File: src/rtl/rx_slot_scheduler.sv
// Round-robin packet-slot arbiter for the inband RX path: grants one USB packet slot to a ready
// requester and streams exactly PAYLOAD_WORDS read/pad strobes. Optional macro RX_CMD_PRIORITY_EN.
module rx_slot_scheduler #(
    parameter int NUM_CHAN      = 2,
    parameter int PAYLOAD_WORDS = 252
) (
    input  logic              rxclk,
    input  logic              reset_n,
    input  logic [NUM_CHAN:0] chan_ready,
    input  logic [NUM_CHAN:0] chan_empty,
    input  logic              have_space,
    input  logic              hdr_done,
    output logic [3:0]        rd_select,
    output logic              chan_rdreq,
    output logic              pad,
    output logic              word_valid,
    output logic              slot_start,
    output logic              slot_done,
    output logic              busy
);

    localparam int NREQ  = NUM_CHAN + 1;
    localparam int SEL_W = (NREQ > 1) ? $clog2(NREQ) : 1;

    localparam logic [1:0] ST_IDLE = 2'd0;
    localparam logic [1:0] ST_HDR  = 2'd1;
    localparam logic [1:0] ST_READ = 2'd2;
    localparam logic [1:0] ST_DONE = 2'd3;

    localparam logic [SEL_W-1:0] LAST_IDX  = SEL_W'(NUM_CHAN);
    localparam logic [8:0]       LAST_WORD = 9'(PAYLOAD_WORDS - 1);

    logic [1:0]       state_r;
    logic [1:0]       state_nxt_s;
    logic [8:0]       cnt_r;
    logic [8:0]       cnt_nxt_s;
    logic [SEL_W-1:0] rd_sel_r;
    logic [SEL_W-1:0] last_grant_r;
    logic [SEL_W-1:0] winner_s;
    logic             grant_s;
    logic             rr_upd_s;
    logic             chan_rdreq_r;
    logic             pad_r;
    logic             word_valid_r;
    logic             slot_start_r;
    logic             slot_done_r;
    logic             busy_r;

    // First ready requester after 'last', wrapping at NUM_CHAN; the search visits 'last' itself last.
    function automatic logic [SEL_W-1:0] rr_pick(input logic [NUM_CHAN:0] req,
                                                 input logic [SEL_W-1:0] last);
        logic [SEL_W-1:0] idx;
        logic             found;
        rr_pick = last;
        found   = 1'b0;
        idx     = last;
        for (int i = 0; i < NREQ; i++) begin
            if (idx == LAST_IDX) begin
                idx = '0;
            end else begin
                idx = idx + SEL_W'(1);
            end
            if (!found && req[idx]) begin
                rr_pick = idx;
                found   = 1'b1;
            end else begin
                found   = found;
            end
        end
    endfunction

    // Next-state, grant selection and word counter.
    always_comb begin
        state_nxt_s = state_r;
        cnt_nxt_s   = cnt_r;
        grant_s     = 1'b0;
        rr_upd_s    = 1'b0;
        winner_s    = rd_sel_r;
        case (state_r)
            ST_IDLE: begin
                if (have_space && (|chan_ready)) begin
                    grant_s     = 1'b1;
                    cnt_nxt_s   = 9'd0;
                    state_nxt_s = ST_HDR;
`ifdef RX_CMD_PRIORITY_EN
                    // A command win leaves last_grant alone so data-channel rotation is undisturbed.
                    if (chan_ready[NUM_CHAN]) begin
                        winner_s = LAST_IDX;
                        rr_upd_s = 1'b0;
                    end else begin
                        winner_s = rr_pick(chan_ready, last_grant_r);
                        rr_upd_s = 1'b1;
                    end
`else
                    winner_s = rr_pick(chan_ready, last_grant_r);
                    rr_upd_s = 1'b1;
`endif
                end else begin
                    state_nxt_s = ST_IDLE;
                end
            end
            ST_HDR: begin
                if (hdr_done) begin
                    state_nxt_s = ST_READ;
                end else begin
                    state_nxt_s = ST_HDR;
                end
            end
            ST_READ: begin
                cnt_nxt_s = cnt_r + 9'd1;
                if (cnt_r == LAST_WORD) begin
                    state_nxt_s = ST_DONE;
                end else begin
                    state_nxt_s = ST_READ;
                end
            end
            ST_DONE: begin
                state_nxt_s = ST_IDLE;
            end
            default: begin
                state_nxt_s = ST_IDLE;
            end
        endcase
    end

    // State, grant bookkeeping and registered outputs derived from the upcoming state.
    always_ff @(posedge rxclk or negedge reset_n) begin
        if (!reset_n) begin
            state_r      <= ST_IDLE;
            cnt_r        <= 9'd0;
            rd_sel_r     <= '0;
            last_grant_r <= LAST_IDX;
            chan_rdreq_r <= 1'b0;
            pad_r        <= 1'b0;
            word_valid_r <= 1'b0;
            slot_start_r <= 1'b0;
            slot_done_r  <= 1'b0;
            busy_r       <= 1'b0;
        end else begin
            state_r <= state_nxt_s;
            cnt_r   <= cnt_nxt_s;
            if (grant_s) begin
                rd_sel_r <= winner_s;
            end else begin
                rd_sel_r <= rd_sel_r;
            end
            if (rr_upd_s) begin
                last_grant_r <= winner_s;
            end else begin
                last_grant_r <= last_grant_r;
            end
            // chan_empty sampled here governs the word produced in the following cycle.
            word_valid_r <= (state_nxt_s == ST_READ);
            chan_rdreq_r <= (state_nxt_s == ST_READ) && !chan_empty[rd_sel_r];
            pad_r        <= (state_nxt_s == ST_READ) && chan_empty[rd_sel_r];
            slot_start_r <= grant_s;
            slot_done_r  <= (state_nxt_s == ST_DONE);
            busy_r       <= (state_nxt_s != ST_IDLE);
        end
    end

    assign rd_select  = 4'(rd_sel_r);
    assign chan_rdreq = chan_rdreq_r;
    assign pad        = pad_r;
    assign word_valid = word_valid_r;
    assign slot_start = slot_start_r;
    assign slot_done  = slot_done_r;
    assign busy       = busy_r;

endmodule

File: config.mk
export PLATFORM = sky130hd
export DESIGN_NAME = rx_slot_scheduler
export DESIGN_NICKNAME = d
export VERILOG_FILES = /design/src/rtl/rx_slot_scheduler.sv
export SDC_FILE = /design/constraint.sdc
export NUM_CORES = 1
export LEC_CHECK = 0
export CAP_MARGIN = 40
export CELL_PAD_IN_SITES_DETAIL_PLACEMENT = 0
export CELL_PAD_IN_SITES_GLOBAL_PLACEMENT = 1
export CORE_MARGIN = 4
export CORE_UTILIZATION = 35
export CTS_BUF_LIST = sky130_fd_sc_hd__clkbuf_8 sky130_fd_sc_hd__clkbuf_16
export CTS_CLUSTER_SIZE = 8
export DETAILED_ROUTE_END_ITERATION = 6
export PLACE_DENSITY = 0.7
export SLEW_MARGIN = 15
export SYNTH_ARGS = -nofsm -noshare
export SYNTH_HDL_FRONTEND = slang
export SYNTH_SLANG_ARGS = --single-unit
File: constraint.sdc
create_clock -name rxclk -period 5.69 [get_ports rxclk]
set_clock_uncertainty 0.2 [all_clocks]
set_input_delay 0.8535 -clock rxclk [delete_from_list [all_inputs] [get_ports rxclk]]
set_output_delay 0.8535 -clock rxclk [all_outputs]
set_load 0.01 [all_outputs]
# [Yosys cells after proc, flatten, opt, wreduce, memory -nomap -nowiden]
# Cells that the tools add are included.
# Widths: inputs -> output; s select.
[totals] reg_bits=21 out_inout_bits=10 word_cells=77
[classes] addsub=4 order_cmp=4 eq_ne=10 mux=36 reduce_logical=13
[op_table] operator="$mux 2" count=15
[op_table] operator="$pmux 9 s2" count=1
[op_table] operator="$eq 2x2->1 const B" count=7
[op_table] operator="$mux 1" count=14
[op_table] operator="$lt 2x3->1 const B" count=4
[op_table] operator="$add 9x1->9 const B" count=1
[op_table] operator="$eq 9x8->1 const B" count=1
[op_table] operator="$mux 9" count=1
[op_table] operator="$bmux 1 s2" count=4
[op_table] operator="$pmux 2 s4" count=1
[op_table] operator="$add 2x1->2 const B" count=3
[op_table] operator="$logic_and 1x1->1" count=5
[op_table] operator="$reduce_bool 2->1" count=2
[op_table] operator="$logic_not 1->1" count=3
[op_table] operator="$reduce_or 3->1" count=1
[op_table] operator="$eq 2x1->1 const B" count=1
[op_table] operator="$logic_not 2->1" count=1
[op_table] operator="$ne 2x2->1 const B" count=1
[op_table] operator="$reduce_and 2->1" count=1

# [Longest topological paths before layout]
# Gate-level depths: netlist of the first run.
[depth] depth_word=19 depth_mapped=5 mapped_depth_nobuf=4

# [Worst setup path after synthesis of the first run]
# OpenSTA, ideal clock, no wires.
[synth_path] path_type="input-to-reg" from="input chan_ready[1]" to="register busy_r, in the netlist busy" setup_time_ps=139 arrival_time_ps=1733 required_ps=5351 path_slack_ps=3618 cell_stages=3 path_buffers=0 cell_sequence="nor3_1 nor2_1 or4_4"
[synth_between] elab_chain_cells=5
[synth_rtl] element="start: declaration" line="9" text="input logic [NUM_CHAN:0] chan_ready,"
[synth_rtl] element="$reduce_or 3->1" line="81" text="if (have_space && (|chan_ready)) begin"
[synth_rtl] element="$logic_and 1x1->1" line="81"
[synth_rtl] element="$mux 1" line="81"
[synth_rtl] element="$pmux 2 s4" line="79" text="case (state_r)"
[synth_rtl] element="$reduce_bool 2->1" line="158" text="busy_r <= (state_nxt_s != ST_IDLE);"
[synth_rtl] element="end signal: assignment" line="158"
[synth_rtl] element="end: declaration" line="47" text="logic busy_r;"
# No other way between the ends.
# A chain may end at the register's enable or synchronous reset.

# [Final worst setup path of the first run]
# Same ends and word-level chain as after synthesis.

==> flow_metrics.tcl, run 1 <==
set metrics [dict create \
    die_area_sq_um 3810 \
    root_buffer "clkbuf_8" \
    clock_sinks 20 \
    cp-start-kind "primary input" \
    met2_length_um 958 \
    setup_violations 0 \
    die_h_um 61.7 \
    mostFrequentLayoutCells "dfrtp_1 (19), clkdlybuf4s50_1 (17), inv_1 (6), nor3_1 (6)" \
    dr.max_layer_used "met4" \
    hold_viol_final 0 \
    synth-async-reset-ratio 1.00 \
    row_count 19 \
    gr-total-overflow 0 \
    cp_num_cells 4 \
    rsz0062_at_grt "no" \
    critPathMaxStageDelay_ps 490 \
    first_global_vias 793 \
    clk_latency_ps 260 \
    ys_seq_elements 20 \
    synth_edf_count 0 \
    synth_area_leaders "dfrtp_1 (47%), mux2i_1 (4.0%), nor3_1 (3.0%)" \
    crit_type "primary input to flop" \
    worstSetupEndpointType "flop" \
    drv_slew 0 \
    synthCells 97 \
    whs_path_depth 1 \
    antenna_found_initial 0 \
    relSlewSlack 0.667 \
    place_hpwl_mm 1.61 \
    wl_met3_um 104 \
    drt_first_pass_iters 4 \
    drtIter0Drc 16 \
    num-fill-cells 271 \
    r2r_cells 4 \
    ir_worst_vdd_mv 0.251 \
    worstPathRequired_ps 5630 \
    holdCritPathClass "flop to flop" \
    worstPathArrival_ps 2420 \
    final_core_util 0.456 \
    synth_area_per_cell_sq_um 10.4 \
    p_leak_nw 0.571 \
    fin_cells 146 \
    critPathTopFamily "simple AND/OR/NAND/NOR gates" \
    die_w_um 61.7 \
    setup_tns_ps 0 \
    crit_buf_inv 1 \
    finalNetCount 127 \
    worstMarginPinSlew_ps 495 \
    num_io_pins 20 \
    drv_cap 0 \
    clk_pin_slew_ps 80 \
    postCtsSetupBuffers 0 \
    via_count 825 \
    final_common_cell "dfrtp_1" \
    met1_length_um 983 \
    yosys_warnings 0 \
    cts_tree "yes" \
    numCtsBuffers 3 \
    place_congestion 0.781 \
    area_growth_pct 24.3 \
    ff2ff_setup_slack_ps 3710 \
    syn_area_sq_um 1010 \
    routedWlPerCell_um 14.5 \
    outcome "completed" \
    synth_cell_type_count 39 \
    initial_core_util 0.367 \
    clockBufferDepth 2 \
    cts_resized 0 \
    finalCritPeriodShare 0.435 \
    fin_crit_ps 2480 \
    synthFlopType "dfrtp_1" \
    synth-seq-area-share 0.496 \
    cp_max_fo 5 \
    grt_pass1_wl_mm 3.60 \
    antenna_cells 0 \
    worst_hold_slack_ps 280 \
    grt.total_usage 0.130 \
    vias_per_cell 5.65 \
    synth_top_area_frac 0.470 \
    core_area_sq_um 2760 \
    p_per_area_nw_per_um2 433 \
    wl_mm 2.12 \
    path_cells "clkdlybuf4s50_1 -> nor3_1 -> nor2_1 -> or4_4" \
    portBuffers 17 \
    max_freq_mhz 404 \
    critPathSlowestCell "clkdlybuf4s50_1" \
    dp.cells 142 \
    grt_max_degree 15 \
    drive_above_1_share 0.0957 \
    drc 0 \
    h-tree-depth 1 \
    ant_nets 0 \
    cts-hold-fix-buffers 0 \
    yosys.area.top_type "dfrtp_1" \
]
-- cell families (layout without fill, tap and decap cells) --
| family | count (synthesis) | in the layout | share of synthesized area |
|---|---|---|---|
| compound gates | 22 | 22 | 0.151 |
| fa+ha+maj | 1 | 1 | 0.0124 |
| buf+inv | 11 | 28 | 0.0594 |
| flops | 20 | 20 | 0.496 |
| mux | 4 | 4 | 0.0396 |
| other cells | 1 | 2 | 0.00371 |
| simple gates | 38 | 38 | 0.238 |
-- state kept, by name (all words and copies together), names as in the netlist --
name,cells
last_grant_r,1
slot_done,1
state_r,2
cnt_r,9
word_valid,1
pad,1
rd_sel_r,2
chan_rdreq,1
slot_start,1
busy,1
-- worst paths after layout --
path	start	to
max	chan_ready[1]	busy$_DFF_PN0_
min	cnt_r[8]$_DFFE_PN0P_	cnt_r[8]$_DFFE_PN0P_
max reg2reg	cnt_r[0]$_DFFE_PN0P_	busy$_DFF_PN0_
min reg2reg	cnt_r[8]$_DFFE_PN0P_	cnt_r[8]$_DFFE_PN0P_
max in group asynchronous	reset_n	last_grant_r[1]$_DFFE_PN1P_
min in group asynchronous	reset_n	cnt_r[5]$_DFFE_PN0P_
-- layout make-up --
cell class,instances,area [sq um],area share
sequential,20,502,0.399
multi-input combinational,67,453,0.361
timing repair buffer,18,185,0.147
clock buffer,4,55.1,0.0438
tap,31,38.8,0.0309
inverter,6,22.5,0.0179
-- synth_stat cells, types with 2 or more instances --
library cell,instances
nor3b_1,2
nor2_1,5
nand4_1,3
buf_4,3
nand2b_1,2
nor3_1,6
o21ai_0,5
nand3_1,2
inv_1,6
dfrtp_1,19
mux2i_1,4
and3_1,3
a21oi_1,4
nor2b_1,2
o211ai_1,3
a211o_1,3
nand2_1,3
-- where the power goes --
group	internal, mW	switching [mW]
clock network	0.0617	0.0489
registers	0.190	0.0506
logic	0.105	0.0883
-- metal layers --
metal	vias up	GRT usage
met3	6	0.0248
met5	-	0
li1	396	-
met1	398	0.170
met4	0	0.0970
met2	25	0.191
-- metrics by stage --
stage	area (sq um)	setup slack [ps]	power, mW
final	1260	3210	0.544
after global routing	1260	3110	0.590
after CTS	1260	3210	0.551
after detailed placement	1200	2930	0.439
after global placement	1190	2980	0.434
after floorplan	1010	3620	0.355
(Power assumes the default switching activity.)
==> run 2, diff against run 1 <==
PLACE_DENSITY = 0.73   (was 0.7)
clock period = 2.1 ns   (was 5.69 ns; I/O delays follow)
==> flow_metrics.tcl, run 2 (synthesis results as in run 1) <==
set metrics [dict create \
    outcome "completed" \
    ff2ff_setup_slack_ps 160 \
    ant_nets 0 \
    portBuffers 17 \
    first_global_vias 789 \
    place_hpwl_mm 1.72 \
    num_io_pins 20 \
    fin_crit_ps 1940 \
    drt_first_pass_iters 4 \
    die_w_um 61.7 \
    ir_worst_vdd_mv 0.640 \
    worstSetupEndpointType "flop" \
    p_per_area_nw_per_um2 1220 \
    vias_per_cell 5.61 \
    cp_max_fo 6 \
    clockBufferDepth 2 \
    critPathTopFamily "simple AND/OR/NAND/NOR gates" \
    routedWlPerCell_um 14.5 \
    finalCritPeriodShare 0.926 \
    via_count 842 \
    drv_slew 0 \
    clk_latency_ps 260 \
    h-tree-depth 1 \
    postCtsSetupBuffers 0 \
    top_regs "cnt_r x9, rd_sel_r x2, state_r x2" \
    p_total_mw 1.58 \
    mostFrequentLayoutCells "dfrtp_1 (19), clkdlybuf4s50_1 (17), inv_1 (6), nor3_1 (6)" \
    clk_pin_slew_ps 80 \
    clock_sinks 20 \
    critPathMaxStageDelay_ps 500 \
    initial_core_util 0.367 \
    worstPathArrival_ps 1880 \
    cts-hold-fix-buffers 0 \
    crit_buf_inv 0 \
    placed_cell_area_sq_um 1220 \
    wl_mm 2.17 \
    worstPathRequired_ps 2040 \
    die_area_sq_um 3810 \
    grt.total_usage 0.128 \
    core_area_sq_um 2760 \
    numCtsBuffers 3 \
    drc 0 \
    grt_max_degree 14 \
    antenna_cells 0 \
    row_count 19 \
    drive_above_1_share 0.126 \
    cts_tree "yes" \
    r2r_start "cnt_r[0]$_DFFE_PN0P_" \
    root_buffer "clkbuf_8" \
    critPathSlowestCell "or4_4" \
    top_register "cnt_r" \
    r2r-end "busy$_DFF_PN0_" \
    antenna_found_initial 0 \
    r2r_cells 4 \
    cts_resized 0 \
    gr-total-overflow 0 \
    p_leak_nw 0.595 \
    grt_pass1_wl_mm 3.51 \
    hold_viol_final 0 \
    cp_num_cells 4 \
    crit_type "flop to flop" \
    drv_cap 0 \
    cp-start-kind "flop" \
    final_common_cell "dfrtp_1" \
    worstMarginPinSlew_ps 529 \
    rsz0062_at_grt "no" \
    max_freq_mhz 514 \
    setup_violations 0 \
    relSlewSlack 0.647 \
    holdCritPathClass "primary input to async pin" \
    finalNetCount 131 \
    fin_area_sq_um 1290 \
    place_congestion 0.826 \
    area_growth_pct 28.1 \
    path_cells "ha_1 -> and4bb_2 -> and4_4 -> or4_4" \
    drtIter0Drc 37 \
    largest_reg_flops 9 \
    setup_tns_ps 0 \
    die_h_um 61.7 \
]
==> run 2: final cells by class <==
cell class              count  area [sq um]
fillers                   271          1460
flip-flops and latches     20           502
multi-input cells          67           453
repair buffers             22           208
clock buffers               3          41.3
well taps                  31          38.8
clock inverters             1          30.0
inverters                   6          22.5
==> run 2: how the worst max path moves through the flow <==
stage | start | to | slack, ps
detailed placement | chan_ready[0] | busy$_DFF_PN0_ | 90
global route | cnt_r[0]$_DFFE_PN0P_ | busy$_DFF_PN0_ | 100
floorplan | cnt_r[0]$_DFFE_PN0P_ | busy$_DFF_PN0_ | 140
finish | cnt_r[0]$_DFFE_PN0P_ | busy$_DFF_PN0_ | 160
global placement | chan_ready[0] | busy$_DFF_PN0_ | 120
CTS | cnt_r[0]$_DFFE_PN0P_ | busy$_DFF_PN0_ | 150
==> run 2: power breakdown <==
part,switching (mW),internal [mW],leakage [nW]
clock,0.128,0.254,0.0357
combinational,0.244,0.303,0.300
sequential,0.139,0.515,0.260
==> run 2: per-stage QoR <==
| stage | setup slack (ps) | hold slack (ps) | instances | util |
|---|---|---|---|---|
| final | 156 | 132 | 150 | 0.470 |
| after CTS | 148 | 142 | 150 | 0.470 |
| after detailed placement | 86.2 | 279 | 146 | 0.444 |
| after floorplan | 137 | -181 | 98 | - |
| after global placement | 116 | 263 | 146 | 0.444 |
| after global routing | 101 | 151 | 150 | 0.470 |
==> run 2: per-layer routing <==
layer | routed length, um | share of wire | vias up | global-route usage
met5 | 0 | 0 | - | 0
met3 | 99 | 0.046 | 2 | 0.0310
li1 | - | - | 404 | -
met4 | 17 | 0.0078 | 0 | 0.0636
met1 | 1010 | 0.47 | 415 | 0.173
met2 | 1040 | 0.48 | 21 | 0.190
